$ cat config.mk
export PLATFORM = sky130hd
export DESIGN_NAME = sseg_mux6_pwm
export DESIGN_NICKNAME = d
export VERILOG_FILES = /design/src/rtl/sseg_pkg.sv /design/src/rtl/hex_to_sseg.sv /design/src/rtl/sseg_mux6_pwm.sv
export SDC_FILE = /design/constraint.sdc
export NUM_CORES = 1
export LEC_CHECK = 0
export BUFFER_PORTS_ARGS = -buffer_cell sky130_fd_sc_hd__buf_2
export CAP_MARGIN = 20
export CORE_ASPECT_RATIO = 2
export CORE_MARGIN = 2
export CORE_UTILIZATION = 35
export CTS_CLUSTER_SIZE = 24
export DETAILED_ROUTE_END_ITERATION = 10
export GPL_ROUTABILITY_DRIVEN = 0
export SYNTH_ARGS = -nofsm -noshare
export SYNTH_HDL_FRONTEND = slang
export SYNTH_SLANG_ARGS = --single-unit
$ cat constraint.sdc
create_clock -name clk -period 3.24 [get_ports clk]
set_clock_uncertainty 0.2 [all_clocks]
set_input_delay 0.648 -clock clk [delete_from_list [all_inputs] [get_ports clk]]
set_output_delay 0.648 -clock clk [all_outputs]
set_load 0.03 [all_outputs]
$ cat src/rtl/sseg_pkg.sv
// Shared constants, digit record and hex-to-segment decode for the
// six-digit multiplexed seven-segment driver.
package sseg_pkg;

  localparam logic [7:0]  SEG_OFF = 8'hFF;
  localparam logic [5:0]  AN_OFF  = 6'h3F;
  localparam int unsigned NDIG    = 6;

  typedef struct packed {
    logic       dp;
    logic [3:0] hex;
  } digit_t;

  // Returns {g,f,e,d,c,b,a}, active-high.
  function automatic logic [6:0] hex_to_seg(input logic [3:0] hex);
    logic [6:0] seg;
    unique case (hex)
      4'h0: seg = 7'h3F;
      4'h1: seg = 7'h06;
      4'h2: seg = 7'h5B;
      4'h3: seg = 7'h4F;
      4'h4: seg = 7'h66;
      4'h5: seg = 7'h6D;
      4'h6: seg = 7'h7D;
      4'h7: seg = 7'h07;
      4'h8: seg = 7'h7F;
      4'h9: seg = 7'h6F;
      4'hA: seg = 7'h77;
      4'hB: seg = 7'h7C;
      4'hC: seg = 7'h39;
      4'hD: seg = 7'h5E;
      4'hE: seg = 7'h79;
      default: seg = 7'h71;
    endcase
    return seg;
  endfunction

endpackage

$ cat src/rtl/hex_to_sseg.sv
// Combinational {dp, hex} to active-low {dp, g..a} segment byte.
module hex_to_sseg
  import sseg_pkg::*;
(
  input  logic [4:0] digit_i,
  output logic [7:0] seg_o
);

  always_comb begin
    seg_o = ~{digit_i[4], hex_to_seg(digit_i[3:0])};
  end

endmodule

$ cat src/rtl/sseg_mux6_pwm.sv
// Six-digit seven-segment scan driver with per-slot PWM brightness and
// frame-synchronous input snapshot.
module sseg_mux6_pwm
  import sseg_pkg::*;
#(
  parameter int unsigned SUB_DIV = 6250
) (
  input  logic       clk,
  input  logic       rst,
  input  logic [4:0] in0,
  input  logic [4:0] in1,
  input  logic [4:0] in2,
  input  logic [4:0] in3,
  input  logic [4:0] in4,
  input  logic [4:0] in5,
  input  logic [2:0] bright,
  output logic [5:0] seg_an,
  output logic [7:0] seg_out,
  output logic       frame_start
);

  localparam int unsigned CW      = (SUB_DIV > 1) ? $clog2(SUB_DIV) : 1;
  localparam logic [CW-1:0] SUB_MAX = CW'(SUB_DIV - 1);

  logic [CW-1:0] sub_cnt_q, sub_cnt_d;
  logic [2:0]    phase_q, phase_d;
  logic [2:0]    sel_q, sel_d;
  logic [2:0]    bright_sh_q, bright_sh_d;
  logic          load_pending_q;
  digit_t        shadow_q [NDIG];
  digit_t        shadow_d [NDIG];
  digit_t        in_vec   [NDIG];

  logic          sub_wrap, phase_wrap, frame_wrap, snap;
  logic          lit;
  digit_t        cur_digit;
  logic [7:0]    seg_dec;
  logic [5:0]    an_d;
  logic [7:0]    seg_d;

  assign in_vec[0] = digit_t'(in0);
  assign in_vec[1] = digit_t'(in1);
  assign in_vec[2] = digit_t'(in2);
  assign in_vec[3] = digit_t'(in3);
  assign in_vec[4] = digit_t'(in4);
  assign in_vec[5] = digit_t'(in5);

  // Counters hold during the post-reset load cycle so the first slot is full length.
  always_comb begin
    sub_wrap   = (sub_cnt_q == SUB_MAX);
    phase_wrap = sub_wrap && (phase_q == 3'd7);
    frame_wrap = phase_wrap && (sel_q == 3'(NDIG - 1));
    snap       = load_pending_q | frame_wrap;

    sub_cnt_d = sub_cnt_q;
    phase_d   = phase_q;
    sel_d     = sel_q;
    if (!load_pending_q) begin
      sub_cnt_d = sub_wrap ? '0 : sub_cnt_q + 1'b1;
      if (sub_wrap) phase_d = phase_q + 3'd1;
      if (phase_wrap) sel_d = frame_wrap ? '0 : sel_q + 3'd1;
    end
  end

  always_comb begin
    shadow_d    = shadow_q;
    bright_sh_d = bright_sh_q;
    if (snap) begin
      for (int unsigned i = 0; i < NDIG; i++) shadow_d[i] = in_vec[i];
      bright_sh_d = bright;
    end
  end

  always_comb begin
    cur_digit = '0;
    for (int unsigned i = 0; i < NDIG; i++) begin
      if (sel_q == 3'(i)) cur_digit = shadow_q[i];
    end
  end

  hex_to_sseg u_dec (
    .digit_i (cur_digit),
    .seg_o   (seg_dec)
  );

  // Outputs stay dark during the load cycle, then follow sel/phase one cycle late.
  always_comb begin
    lit  = (phase_q <= bright_sh_q) && !load_pending_q;
    an_d = AN_OFF;
    for (int unsigned i = 0; i < NDIG; i++) begin
      if (lit && (sel_q == 3'(i))) an_d[i] = 1'b0;
    end
    seg_d = load_pending_q ? SEG_OFF : seg_dec;
  end

  always_ff @(posedge clk) begin
    if (rst) begin
      sub_cnt_q      <= '0;
      phase_q        <= '0;
      sel_q          <= '0;
      bright_sh_q    <= '0;
      load_pending_q <= 1'b1;
      for (int unsigned i = 0; i < NDIG; i++) shadow_q[i] <= '0;
      seg_an         <= AN_OFF;
      seg_out        <= SEG_OFF;
      frame_start    <= 1'b0;
    end else begin
      sub_cnt_q      <= sub_cnt_d;
      phase_q        <= phase_d;
      sel_q          <= sel_d;
      bright_sh_q    <= bright_sh_d;
      load_pending_q <= 1'b0;
      shadow_q       <= shadow_d;
      seg_an         <= an_d;
      seg_out        <= seg_d;
      frame_start    <= snap;
    end
  end

endmodule
==> results.ini, run 1 <==
[outcome]
result_of_the_run=finished, final reports clean

[global_routing]
grt_first_pass_wirelength_mm=11.41
grt_antenna_before_repair=0
grt_max_degree=44
combined_global_route_utilization_of_all_metal_layers_pct=14.80
first_global_vias=2348
overflow=0

[logic_synthesis]
yosysWarnings=0
seq_area_frac_synth_pct=42.57
total_of_flip_flops_plus_latches_after_synthesis=68
syn-cell-area_um2=3198
syn-mean-instance-area_um2=9.243
number_of_enable_flip_flop_cells_after_synthesis=0
ys.flop_type=sky130_fd_sc_hd__dfxtp_1
syn_inst=346
synth_cell_type_count=47
synth_async_sr_flop_share_pct=0
net_count_synth=399

[clocking]
cts_root_buf=sky130_fd_sc_hd__clkbuf_16
cts_tree=built
cts-htree-levels=3
cts_num_sinks=68
cts_made_buffers=9
worst_skew_pair_later_pin_latency_ns=0.34
clock_tree.buffer_depth=2
cts.reportedPaths.clkPinSlew_ns=0.05
post_cts.repair.setup_buffers=0

[route]
detail_route.iter0.violations=142
route.vias.total=2461
avgViaCountPerCell=4.942
firstDrtPassIters=6
post-route-drc-count=0
drtAntennaViolNets=0
wl_per_cell_um=13.87
overall_routed_net_length_mm=6.905

[hold_path]
min_delay_worst_endpoint=shadow_q[17]
hold_path.class=reg2reg
hold_path_startpoint=shadow_q[17]
timing.hold.worst_path_depth=2

[layout]
n_antenna_cell=0
layout.nets=444
ratio_of_cells_with_drive_above_1_in_the_final_layout_pct=20.20
multi_input_comb_area_um2=1684
fillers=933
post-route-util_pct=42.58
layout.area.seq_um2=1361
area_delta_synth_final_pct=19.17

[timing]
rsz0062_at_grt=false
timing.final.max_slew_violations=0
timing.final.ws_setup_ns=0.4412
timing.fmax_mhz=357.3
max-slew-margin-rel_pct=56.62
timing.final.crit_period_ns=2.799
setup-tns-final_ns=0
post-route-period-util_pct=86.38
setup_viol=0
worstMarginPinSlew_ns=0.6507
report.final.hold_viol_count=0
timing.hold.ws_ns=0.2885

[critical_path]
worst-path-stages=12
worstSetupStartpointType=flop
cp_slowest_cell=sky130_fd_sc_hd__o22ai_1
worstPathRequired_ns=3.24
endpoint_kind=flop
cell_count_of_the_worst_reg_to_reg_path=12
startpoint=sel_q[0]
critical_path.max_fanout=9
longest_individual_stage_delay_on_the_worst_path_ns=0.41
worst_ep_arrival_ns=2.80
reg2reg_from=sel_q[0]
buffering_stage_count_on_the_worst_path_with_inverters_included=4
path_class=reg2reg
critical_path.top_delay_family=compound AO/OA/AOI/OAI gates
path_cells=inv_1 -> ha_1 -> inv_2 -> o21ai_0 -> a21oi_1 -> o22ai_1 -> inv_1 -> ha_1 -> inv_1 -> nor2_1 -> a211oi_1 -> o21ai_0
reg2reg_slack_ns=0.44
critical_path.most_common_cell=sky130_fd_sc_hd__inv_1
worst_r2r_endpoint=seg_out[3]

[placement]
detailedPlace.worstSlack_ns=0.2585
detailed_place_hpwl_mm=5.161
placement.io_buffers=49

[pwr]
maximum_ir_drop_on_the_vdd_rail_v=0.0002785
power_per_cell_area_nw_per_um2=536.7
total_power_mw=2.045
leakagePower_nw=1.645

[floorplanning]
dieHeight_um=139.2
row_count=49
floorplan.initialDensity_pct=35.73
ioPinCount=50
core-area_um2=8951
die_width_um=71.59
die-area_um2=9964

[flow_run]
max_cap_violations=0

==> tightest hold or removal path, stage by stage (launching register included) <==
cell and delay (ns):
sky130_fd_sc_hd__dfxtp_1 0.32, sky130_fd_sc_hd__mux2i_1 0.06, sky130_fd_sc_hd__nor2_1 0.07
==> power by group <==
part	leakage [nW]	internal (mW)	switching, mW
Sequential	0.558	0.873	0.0218
Clock	0.144	0.638	0.340
Combinational	0.943	0.0771	0.0953
Total	1.64	1.59	0.457
==> registers in the layout, summed over array words and instances (netlist names) <==
name and cells:
bright_sh_q 3, frame_start 1, load_pending_q 1, phase_q 3
seg_an 6, seg_out 8, sel_q 3, shadow_q 30
sub_cnt_q 13
==> how the worst max path moves through the flow <==
stage | slack (ns) | endpoint
global route | 0.16 | seg_out[3]
CTS | 0.26 | seg_out[5]
detailed placement | 0.26 | seg_out[5]
finish | 0.44 | seg_out[3]
global placement | 0.41 | seg_out[5]
floorplan | 0.60 | seg_out[0]
==> logic make-up after synthesis <==
| group | after synthesis | share of synthesized area [%] |
|---|---|---|
| flops | 68 | 42.57 |
| mux | 37 | 11.62 |
| xor+xnor | 13 | 3.560 |
| simple gates | 132 | 19.60 |
| buf+inv | 32 | 5.438 |
| fa+ha+maj | 18 | 7.042 |
| compound gates | 46 | 10.17 |
==> metal layers <==
layer  global-route usage (%)  vias to the layer above  routed length (um)
met5                        0                        -                   0
met3                    3.561                       16                 284
met1                    16.50                     1128                2707
li1                         -                     1267                   -
met2                    25.10                       50                3727
met4                    8.242                        0                 185
==> Yosys cell counts (6+ instances only) <==
master / n / area share [%]
sky130_fd_sc_hd__xor2_1: 9 / 2.5
sky130_fd_sc_hd__o21ai_0: 8 / 1.3
sky130_fd_sc_hd__mux2i_1: 36 / 11
sky130_fd_sc_hd__nand3_1: 9 / 1.4
sky130_fd_sc_hd__nor2b_1: 6 / 1.2
sky130_fd_sc_hd__dfxtp_1: 68 / 43
sky130_fd_sc_hd__inv_1: 11 / 1.3
sky130_fd_sc_hd__nor2_1: 63 / 7.4
sky130_fd_sc_hd__clkbuf_1: 7 / 0.82
sky130_fd_sc_hd__nand2_1: 26 / 3.1
sky130_fd_sc_hd__a21oi_1: 18 / 2.8
sky130_fd_sc_hd__ha_1: 18 / 7.0
==> repair_timing <==
action                                  CTS  global route
endpoints found under the setup margin    0             4
hold buffers                              0             0
gates resized for setup                   0             2
==> metrics by stage <==
step	instances	area, um^2
after global routing	498	3811
after floorplan	346	3198
after global placement	482	3511
after CTS	498	3809
final	498	3811
after detailed placement	482	3511
==> cells in the final DEF, fill, tap and decap left out, types with 2 or more instances in the layout <==
cell / count
sky130_fd_sc_hd__a211oi_1: 3
sky130_fd_sc_hd__a21oi_1: 18
sky130_fd_sc_hd__and2_1: 2
sky130_fd_sc_hd__and3_1: 5
sky130_fd_sc_hd__buf_2: 49
sky130_fd_sc_hd__buf_4: 4
sky130_fd_sc_hd__clkbuf_1: 4
sky130_fd_sc_hd__clkbuf_16: 9
sky130_fd_sc_hd__clkbuf_8: 2
sky130_fd_sc_hd__dfxtp_1: 68
sky130_fd_sc_hd__ha_1: 17
sky130_fd_sc_hd__inv_1: 11
sky130_fd_sc_hd__mux2i_1: 36
sky130_fd_sc_hd__nand2_1: 26
sky130_fd_sc_hd__nand2b_1: 4
sky130_fd_sc_hd__nand3_1: 9
sky130_fd_sc_hd__nand3b_1: 4
sky130_fd_sc_hd__nand4_1: 3
sky130_fd_sc_hd__nand4b_1: 2
sky130_fd_sc_hd__nor2_1: 63
sky130_fd_sc_hd__nor2b_1: 6
sky130_fd_sc_hd__o21ai_0: 7
sky130_fd_sc_hd__o21ai_1: 3
sky130_fd_sc_hd__o22ai_1: 2
sky130_fd_sc_hd__or2_2: 2
sky130_fd_sc_hd__xnor2_1: 4
sky130_fd_sc_hd__xor2_1: 9
==> area by class of cell <==
class | instances | share of cell area [%]
inverters | 12 | 1.182
flip-flops and latches | 68 | 35.72
clock inverters | 1 | 0.7879
repair buffers | 54 | 7.748
multi-input cells | 246 | 44.19
clock buffers | 15 | 7.026
well taps | 102 | 3.349
Power figures use the tool's default switching activity.
==> run 2, diff against run 1 <==
ABC_AREA = 1   (was not set)
ABC_CLOCK_PERIOD_IN_PS = 3240   (was not set)
CTS_BUF_LIST = sky130_fd_sc_hd__clkbuf_4 sky130_fd_sc_hd__clkbuf_8 sky130_fd_sc_hd__clkbuf_16   (was not set)
==> run 2 against run 1 <==
  * Flip-flop and latch count unchanged
  * Global-route usage up 1.6 points
  * Clock power about the same
  * Via count up 25%
  * Worst setup slack better by 0.23 ns
  * Worst hold slack worse by 0.035 ns
  * Fmax up 9.0%
  * Sequential share of layout area down 1.0 points
  * Non-clock buffer count down 4
  * Synthesized cell count up 32%
  * Largest power group unchanged
==> results.ini, run 2 <==
[placement]
dpl_cell_area_um2=3622
detailed_place_hpwl_mm=6.269
placement.io_buffers=49

[outcome]
result_of_the_run=finished, final reports clean

[timing]
rsz0062_at_grt=false
worstMarginPinSlew_ns=0.5048
timing.final.max_slew_violations=0
setup_viol=0
timing.fmax_mhz=389.4
timing.hold.ws_ns=0.2531
max-slew-margin-rel_pct=65.99
report.final.hold_viol_count=0
post-route-period-util_pct=79.26
timing.final.crit_period_ns=2.568
setup-tns-final_ns=0

[route]
wl_per_cell_um=13.20
avgViaCountPerCell=5.002
route.vias.total=3066
post-route-drc-count=0
overall_routed_net_length_mm=8.090
firstDrtPassIters=4
detail_route.iter0.violations=118
drtAntennaViolNets=0

[global_routing]
grt_max_degree=43
first_global_vias=2919
combined_global_route_utilization_of_all_metal_layers_pct=16.41
overflow=0
grt_first_pass_wirelength_mm=13.05
grt_antenna_before_repair=0

[floorplanning]
floorplan.initialDensity_pct=35.77
dieHeight_um=142.0
ioPinCount=50
row_count=50
die_width_um=73.02
die-area_um2=10370
core-area_um2=9321

[clocking]
cts_repair_resize_count=0
cts-htree-levels=3
post_cts.repair.setup_buffers=0
clock_tree.buffer_depth=2
cts.reportedPaths.clkPinSlew_ns=0.06
worst_skew_pair_later_pin_latency_ns=0.33
cts_root_buf=sky130_fd_sc_hd__clkbuf_16
cts_num_sinks=68
cts_made_buffers=9
cts_tree=built
count_of_hold_fix_buffers_inserted_at_cts=0

[logic_synthesis]
synth.top_cell.area_share_pct=40.83
synth_async_sr_flop_share_pct=0
total_of_flip_flops_plus_latches_after_synthesis=68
synth.most_common_cell=sky130_fd_sc_hd__nor2_1
synth_area_leaders=sky130_fd_sc_hd__dfxtp_1, sky130_fd_sc_hd__nor2_1, sky130_fd_sc_hd__nand2_1
seq_area_frac_synth_pct=40.83
synth.top_cells.by_count=sky130_fd_sc_hd__nor2_1, sky130_fd_sc_hd__nand2_1, sky130_fd_sc_hd__dfxtp_1
net_count_synth=509
number_of_enable_flip_flop_cells_after_synthesis=0
synth_cell_type_count=37
ys.flop_type=sky130_fd_sc_hd__dfxtp_1
yosysWarnings=0
synth_largest_area_cell=sky130_fd_sc_hd__dfxtp_1
syn_inst=456
syn-mean-instance-area_um2=7.312
syn-cell-area_um2=3334

[layout]
n_antenna_cell=0
largest_register_ffs=30
max_flop_register=shadow_q
area_delta_synth_final_pct=17.71
finish.instance_area_um2=3925
most-common-layout-cells=sky130_fd_sc_hd__nor2_1, sky130_fd_sc_hd__nand2_1, sky130_fd_sc_hd__dfxtp_1
layout.nets=557
mostFrequentLayoutCell=sky130_fd_sc_hd__nor2_1
post-route-util_pct=42.11
ratio_of_cells_with_drive_above_1_in_the_final_layout_pct=18.07
top_regs=shadow_q: 30 flops, sub_cnt_q: 13 flops, seg_out: 8 flops

[pwr]
comb_power_share_pct=9.0
sequentialPowerShare_pct=43.5
p_int_mw=1.574
power_per_cell_area_nw_per_um2=525.4
total_power_mw=2.062
netSwitchingPower_uw=488.1
maximum_ir_drop_on_the_vdd_rail_v=0.0002645
leakagePower_nw=1.797
power.switching_fraction_pct=23.67
pwr-share-clk_pct=47.5

[critical_path]
worstSetupStartpointType=flop
path_class=reg2reg
worst_ep_arrival_ns=2.57
endpoint_kind=flop
worstPathRequired_ns=3.24
critical_path.max_fanout=7

[hold_path]
hold_path.class=reg2reg

[flow_run]
max_cap_violations=0

==> run 2: cell count changes after synthesis, moves of 5 or more <==
cell | previous run | this run
sky130_fd_sc_hd__nand3_1 | 9 | 38
sky130_fd_sc_hd__o21ai_0 | 8 | 35
sky130_fd_sc_hd__and3_1 | 5 | 0
sky130_fd_sc_hd__mux2i_1 | 36 | 0
sky130_fd_sc_hd__nand2_1 | 26 | 71
sky130_fd_sc_hd__inv_1 | 11 | 42
sky130_fd_sc_hd__o21ai_1 | 2 | 7
sky130_fd_sc_hd__nor2b_1 | 6 | 0
sky130_fd_sc_hd__nor2_1 | 63 | 94
sky130_fd_sc_hd__nand2_2 | 0 | 6
sky130_fd_sc_hd__xor2_1 | 9 | 0
==> run 2: final timing paths <==
check	start	slack, ns	cells after the start	end
worst max-delay path	sel_q[2]	0.67	16	seg_out[3]
worst max register to register	sel_q[2]	0.67	16	seg_out[3]
worst min register to register	shadow_q[0]	0.25	2	shadow_q[0]
worst min-delay path	shadow_q[0]	0.25	2	shadow_q[0]
==> run 2: area by class of cell <==
type	instances	area, um^2
fillers	957	5396
flip-flops and latches	68	1361
clock buffers	11	252.7
repair buffers	50	252.7
inverters	48	187.7
well taps	104	130.1
multi-input cells	327	1690
clock inverters	5	50.05
==> run 2: through the flow <==
step           instances  setup WS, ns
2_1_floorplan        456         1.066
3_3_place_gp         597        0.7240
3_5_place_dp         597        0.6741
4_1_cts              613        0.6521
5_1_grt              613        0.3932
6_report             613        0.6718
==> run 2: metal layers <==
layer	global-route usage [%]	wire length [um]
met1	15.32	2938
met2	30.01	4437
met3	3.824	307
met4	11.21	406
met5	0	0
==> run 2: worst max-delay path, cell delays in order, from the launching register on <==
cell and delay, ns:
sky130_fd_sc_hd__dfxtp_1 0.60, sky130_fd_sc_hd__inv_4 0.09, sky130_fd_sc_hd__ha_1 0.27, sky130_fd_sc_hd__inv_1 0.17, sky130_fd_sc_hd__o21ai_0 0.11, sky130_fd_sc_hd__inv_1 0.06, sky130_fd_sc_hd__nand2_1 0.05, sky130_fd_sc_hd__nand2_1 0.05
sky130_fd_sc_hd__nand2_1 0.05, sky130_fd_sc_hd__nand2_1 0.12, sky130_fd_sc_hd__inv_1 0.12, sky130_fd_sc_hd__ha_1 0.31, sky130_fd_sc_hd__inv_1 0.04, sky130_fd_sc_hd__nand2_1 0.05, sky130_fd_sc_hd__nand2_1 0.04, sky130_fd_sc_hd__nand2_1 0.05
sky130_fd_sc_hd__nand3_1 0.06
==> run 2: power groups by stage <==
stage	Combinational, mW	Clock (mW)	Sequential (mW)
floorplan	0.119	0	0.924
global placement	0.183	0	0.915
detailed placement	0.186	0	0.916
CTS	0.187	1.00	0.898
global route	0.209	1.03	0.902
finish	0.185	0.980	0.898
==> run 2: cell families after synthesis <==
kind of cell               count (synthesis)  synth area share [%]
buffers and inverters                     61                 8.480
and+or+nand+nor                          235                 31.44
adders and majority gates                 18                 6.754
DFF                                       68                 40.83
xor gates and xnor gates                   1                0.2627
AOI/OAI and AO/OA                         73                 12.23
